$ cat src/rtl/io_stall_req.sv
// ---------------------------------------------------------------------------
// io_stall_req
//
// Memory-mapped user I/O for a pipelined CPU. A read of the user-input port
// stalls the pipeline until the operator presses the (debounced) enter button.
// The read then returns the switch value together with a one-cycle valid
// pulse. A write loads the LED display register and never stalls.
//
// Ports
//   clk            in   1   clock, rising edge
//   rst            in   1   synchronous, active-high reset
//   enter          in   1   raw asynchronous push-button
//   sw_in          in  16   user switches
//   io_rd_req      in   1   CPU requests a user-input read
//   io_wr_req      in   1   CPU writes the display register
//   io_wdata       in  32   write data (low 16 bits used)
//   stall_req_io   out  1   stall request to the pipeline controller
//   io_rdata       out 32   read data, held until the next capture
//   io_rdata_valid out  1   one-cycle pulse, io_rdata valid
//   led_out        out 16   display register
//   waiting        out  1   high while waiting for the operator
//   timeout        out  1   sticky: last read ended by timeout
//
// Optional feature
//   IO_TIMEOUT_EN  when defined, a read that sees no press within
//                  TIMEOUT_CYCLES cycles of WAIT_PRESS completes with
//                  io_rdata=0 and timeout=1. When undefined the wait is
//                  unbounded and timeout is tied low.
// ---------------------------------------------------------------------------
module io_stall_req #(
    parameter int DB_LIMIT       = 1_000_000,
    parameter int TIMEOUT_CYCLES = 500_000_000
) (
    input  logic        clk,
    input  logic        rst,
    input  logic        enter,
    input  logic [15:0] sw_in,
    input  logic        io_rd_req,
    input  logic        io_wr_req,
    input  logic [31:0] io_wdata,
    output logic        stall_req_io,
    output logic [31:0] io_rdata,
    output logic        io_rdata_valid,
    output logic [15:0] led_out,
    output logic        waiting,
    output logic        timeout
);

    localparam int            DBW    = (DB_LIMIT > 1) ? $clog2(DB_LIMIT) : 1;
    localparam logic [DBW-1:0] DB_MAX = DBW'(DB_LIMIT - 1);

    typedef enum logic [1:0] {
        ST_IDLE,
        ST_WAIT_RELEASE,
        ST_WAIT_PRESS,
        ST_DONE
    } state_t;

    state_t          r_state;
    logic            r_sync1;
    logic            r_sync2;
    logic [DBW-1:0]  r_db_cnt;
    logic            r_enter_db;
    logic            r_press;
    logic [31:0]     r_rdata;
    logic            r_valid;
    logic [15:0]     r_led;
    logic            w_unused;

    // Synchronizer, debouncer and press detector. The debounced level only
    // follows the synchronized input after DB_LIMIT consecutive disagreeing
    // cycles; r_press is a registered pulse marking the 0->1 update.
    always_ff @(posedge clk) begin
        if (rst) begin
            r_sync1    <= 1'b0;
            r_sync2    <= 1'b0;
            r_db_cnt   <= '0;
            r_enter_db <= 1'b0;
            r_press    <= 1'b0;
        end else begin
            r_sync1 <= enter;
            r_sync2 <= r_sync1;
            r_press <= 1'b0;
            if (r_sync2 == r_enter_db) begin
                r_db_cnt <= '0;
            end else if (r_db_cnt == DB_MAX) begin
                r_db_cnt   <= '0;
                r_enter_db <= r_sync2;
                r_press    <= r_sync2;
            end else begin
                r_db_cnt <= r_db_cnt + DBW'(1);
            end
        end
    end

`ifdef IO_TIMEOUT_EN
    localparam int             TOW    = (TIMEOUT_CYCLES > 1) ? $clog2(TIMEOUT_CYCLES) : 1;
    localparam logic [TOW-1:0] TO_MAX = TOW'(TIMEOUT_CYCLES - 1);

    logic [TOW-1:0] r_to_cnt;
    logic           r_timeout;
`endif

    // Read FSM. io_rdata_valid is registered on the transition into DONE so
    // that it is high for exactly the DONE cycle.
    always_ff @(posedge clk) begin
        if (rst) begin
            r_state <= ST_IDLE;
            r_rdata <= '0;
            r_valid <= 1'b0;
`ifdef IO_TIMEOUT_EN
            r_to_cnt  <= '0;
            r_timeout <= 1'b0;
`endif
        end else begin
            r_valid <= 1'b0;
            case (r_state)
                ST_IDLE: begin
                    if (io_rd_req) begin
                        // A button already held must be released first so a
                        // stale press never satisfies a new read.
                        if (r_enter_db) begin
                            r_state <= ST_WAIT_RELEASE;
                        end else begin
                            r_state <= ST_WAIT_PRESS;
`ifdef IO_TIMEOUT_EN
                            r_to_cnt <= '0;
`endif
                        end
                    end
                end
                ST_WAIT_RELEASE: begin
                    if (!r_enter_db) begin
                        r_state <= ST_WAIT_PRESS;
`ifdef IO_TIMEOUT_EN
                        r_to_cnt <= '0;
`endif
                    end
                end
                ST_WAIT_PRESS: begin
                    if (r_press) begin
                        r_rdata <= {16'b0, sw_in};
                        r_valid <= 1'b1;
                        r_state <= ST_DONE;
`ifdef IO_TIMEOUT_EN
                        r_timeout <= 1'b0;
                    end else if (r_to_cnt == TO_MAX) begin
                        r_rdata   <= '0;
                        r_valid   <= 1'b1;
                        r_timeout <= 1'b1;
                        r_state   <= ST_DONE;
                    end else begin
                        r_to_cnt <= r_to_cnt + TOW'(1);
`endif
                    end
                end
                ST_DONE: begin
                    r_state <= ST_IDLE;
                end
                default: begin
                    r_state <= ST_IDLE;
                end
            endcase
        end
    end

    // Display register: written in any state, independent of the read FSM.
    always_ff @(posedge clk) begin
        if (rst) begin
            r_led <= '0;
        end else if (io_wr_req) begin
            r_led <= io_wdata[15:0];
        end
    end

    // Stall is combinational so it asserts in the same cycle as the request.
    assign stall_req_io   = ((r_state == ST_IDLE) && io_rd_req)
                          || (r_state == ST_WAIT_RELEASE)
                          || (r_state == ST_WAIT_PRESS);
    assign waiting        = (r_state == ST_WAIT_RELEASE) || (r_state == ST_WAIT_PRESS);
    assign io_rdata       = r_rdata;
    assign io_rdata_valid = r_valid;
    assign led_out        = r_led;

`ifdef IO_TIMEOUT_EN
    assign timeout  = r_timeout;
    assign w_unused = &{1'b0, io_wdata[31:16]};
`else
    assign timeout  = 1'b0;
    assign w_unused = &{1'b0, io_wdata[31:16], (TIMEOUT_CYCLES > 0)};
`endif

endmodule

$ cat config.mk
export PLATFORM = sky130hd
export DESIGN_NAME = io_stall_req
export DESIGN_NICKNAME = d
export VERILOG_FILES = /design/src/rtl/io_stall_req.sv
export SDC_FILE = /design/constraint.sdc
export NUM_CORES = 1
export LEC_CHECK = 0
export ABC_CLOCK_PERIOD_IN_PS = 2370
export CORE_MARGIN = 1.5
export CORE_UTILIZATION = 43
export DETAILED_ROUTE_END_ITERATION = 16
export PLACE_DENSITY = 0.91
export SLEW_MARGIN = 5
export SYNTH_ARGS = -nofsm -noshare
export SYNTH_HDL_FRONTEND = slang
export SYNTH_SLANG_ARGS = --single-unit
$ cat constraint.sdc
create_clock -name clk -period 2.37 [get_ports clk]
set_input_delay 0.474 -clock clk [delete_from_list [all_inputs] [get_ports clk]]
set_output_delay 0.474 -clock clk [all_outputs]
set_load 0.01 [all_outputs]
==> reports/metrics.yaml <==
global_routing:
  grt_pass1_vias: 2093
  grt_antenna_before_repair: 0
  grt_pass1_wl_mm: 8.83
  overflow: 0
  grt_max_degree: 36
  track_usage_pct: 17.8
placement:
  dp_hpwl_mm: 3.90
  gp_congestion: 0.910
  pre_cts_slack_ps: 242
  port_buffers: 71
clocking:
  ctsResizeCount: 0
  cts_setup_buffers: 0
  cts-root-buf: "clkbuf_8"
  ctsHoldBuffers: 0
  clock-sinks: 59
  clk_path_buf_depth: 2
  clock_latency_ps: 330
  clk_pin_slew_worst_paths_ps: 60
  cts_max_level: 3
  cts_buffers: 9
  cts_tree: "done"
synthesis:
  ys_seq_area_share_pct: 46.2
  syn_avg_cell_area_um2: 8.76
  synth.cell_area_um2: 2560
  synth-edff-count: 0
  synthCells: 292
  ys_warn_count: 0
  yosysTopAreaCellShare_pct: 46.2
  async_flop_share_pct: 0
  synth.distinct_cells: 36
  ys_ff_latch: 59
  synth.area.top_cells: "dfxtp_1 (46%), mux2i_1 (7.4%), nand2_1 (6.5%)"
  yosysTopAreaCell: "dfxtp_1"
  synth_top_flop_cell: "dfxtp_1"
timing:
  fin_skew_ps: 5.30
  fin_crit_ps: 2190
  slew_headroom_pct: 60.2
  fin_crit_sh_pct: 92.5
  setup_viol: 0
  hold_viol_final: 0
  worst_pin_slew_ps: 591
  slew_violations: 0
  worst_slack_ps: 179
  fmax_mhz: 456
  rsz0062_at_grt: "false"
  holdWs_ps: 453
  setup_tns_ps: 0
floorplanning:
  dieArea_um2: 6420
  start_util_pct: 45.6
  coreArea_um2: 5610
  die_w_um: 80.1
  num_rows: 27
  pin_count: 105
  die_h_um: 80.1
routing:
  drc: 0
  drt-total-wl_mm: 5.50
  ant_nets: 0
  via_per_inst: 5.15
  dr.first_iter.drc_count: 97
  dr.pass1.iters: 4
  wl_per_cell_um: 12.5
  route.vias.total: 2263
worst_setup_path:
  crit_fanout: 4
  cp-end-kind: "output pin"
  startpoint_type: "register"
  rrSetupSlack_ps: 300
  worstPathRequired_ps: 1900
  path_class: "reg2out"
  cp.arrival_ps: 1720
power_and_ir_drop:
  power_mw: 2.36
  vdd_ir_drop_max_uv: 346
  power_density_nw_per_um2: 686
  p_leak_nw: 1.22
outcome:
  outcome: "finished clean"
worst_hold_path:
  min_path_type: "reg2reg"
layout:
  drive_gt1_share_pct: 5.45
  syn2layout_area_growth_pct: 34.6
  nNetsFinal: 421
  fin_util_pct: 61.4
  diodes: 0
run:
  cap_viol_max_count: 0
[flip-flops by register name (all words and copies together) (netlist names)]
signal	cells
r_enter_db	1
io_rdata_valid	1
r_sync2	1
led_out	16
r_state	2
io_rdata	16
r_db_cnt	20
r_sync1	1
r_press	1
[stage by stage]
stage	std cells	cell area (um^2)
after floorplan	308	2620
after global placement	424	3250
after detailed placement	424	3250
after CTS	439	3440
after global routing	439	3440
final	439	3440
[cell families after synthesis]
logic type	Yosys count	synth area share, %
and+or+nand+nor	126	23.2
other	1	0.147
AOI/OAI and AO/OA	28	6.61
xor gates and xnor gates	15	5.14
DFF	59	46.2
adders and majority gates	5	2.45
buffers and inverters	39	8.81
muxes	19	7.44
[power breakdown]
| group | total (mW) | switching, mW | internal, mW |
|---|---|---|---|
| Clock | 0.893 | 0.357 | 0.536 |
| Sequential | 1.04 | 0.0173 | 1.03 |
| Combinational | 0.424 | 0.200 | 0.224 |
| Total | 2.36 | 0.574 | 1.79 |
[synthesized netlist by cell type (2+ instances only)]
| master | number |
|---|---|
| a21oi_1 | 20 |
| nand2_1 | 44 |
| nand4_1 | 7 |
| a211oi_1 | 3 |
| or4_1 | 3 |
| nand3_1 | 7 |
| dfxtp_1 | 59 |
| nor4_1 | 7 |
| xor2_1 | 2 |
| buf_6 | 2 |
| xnor2_1 | 13 |
| nand2b_1 | 2 |
| inv_1 | 9 |
| ha_1 | 5 |
| buf_4 | 17 |
| nor2_1 | 39 |
| nor2b_1 | 2 |
| nor3_1 | 6 |
| mux2i_1 | 19 |
| clkbuf_1 | 10 |
[routing by layer]
layer	GRT usage, %	vias to the layer above	share of wire [%]
met4	10.9	0	2.7
met2	31.7	107	49
met1	18.2	1050	39
li1	-	1089	-
met3	5.23	17	9.4
met5	0	-	0
[critical path: stages (launching register included)]
cell	delay (ps)
dfxtp_1	340
inv_1	90
ha_1	250
a211o_1	240
clkdlybuf4s50_1	470
[final cells by class]
| class | instances | area (um^2) |
|---|---|---|
| inverters | 9 | 33.8 |
| well taps | 72 | 90.1 |
| clock inverters | 2 | 35.0 |
| clock buffers | 13 | 159 |
| repair buffers | 74 | 733 |
| flip-flops and latches | 59 | 1180 |
| fillers | 451 | 2160 |
| multi-input cells | 210 | 1210 |
[path summary, 6_finish.rpt]
check / startpoint / endpoint / depth (start not counted)
max: r_state[0]$_SDFFE_PP0P_ / stall_req_io / 4
min: r_sync1$_SDFF_PP0_ / r_sync2$_SDFF_PP0_ / 1
max reg2reg: r_db_cnt[15]$_SDFF_PP0_ / r_db_cnt[17]$_SDFF_PP0_ / 4
min reg2reg: r_sync1$_SDFF_PP0_ / r_sync2$_SDFF_PP0_ / 1
[layout by cell type (no fill, tap or decap), types with 5 or more instances in the layout]
| master | n |
|---|---|
| clkdlybuf4s50_1 | 71 |
| dfxtp_1 | 59 |
| nand2_1 | 44 |
| nor2_1 | 39 |
| a21oi_1 | 20 |
| mux2i_1 | 19 |
| conb_1 | 17 |
| xnor2_1 | 13 |
| clkbuf_8 | 11 |
| inv_1 | 9 |
| nand4_1 | 7 |
| nand3_1 | 7 |
| nor4_1 | 7 |
| nor3_1 | 6 |
| ha_1 | 5 |
No activity file was read; power rests on OpenSTA's default activity.
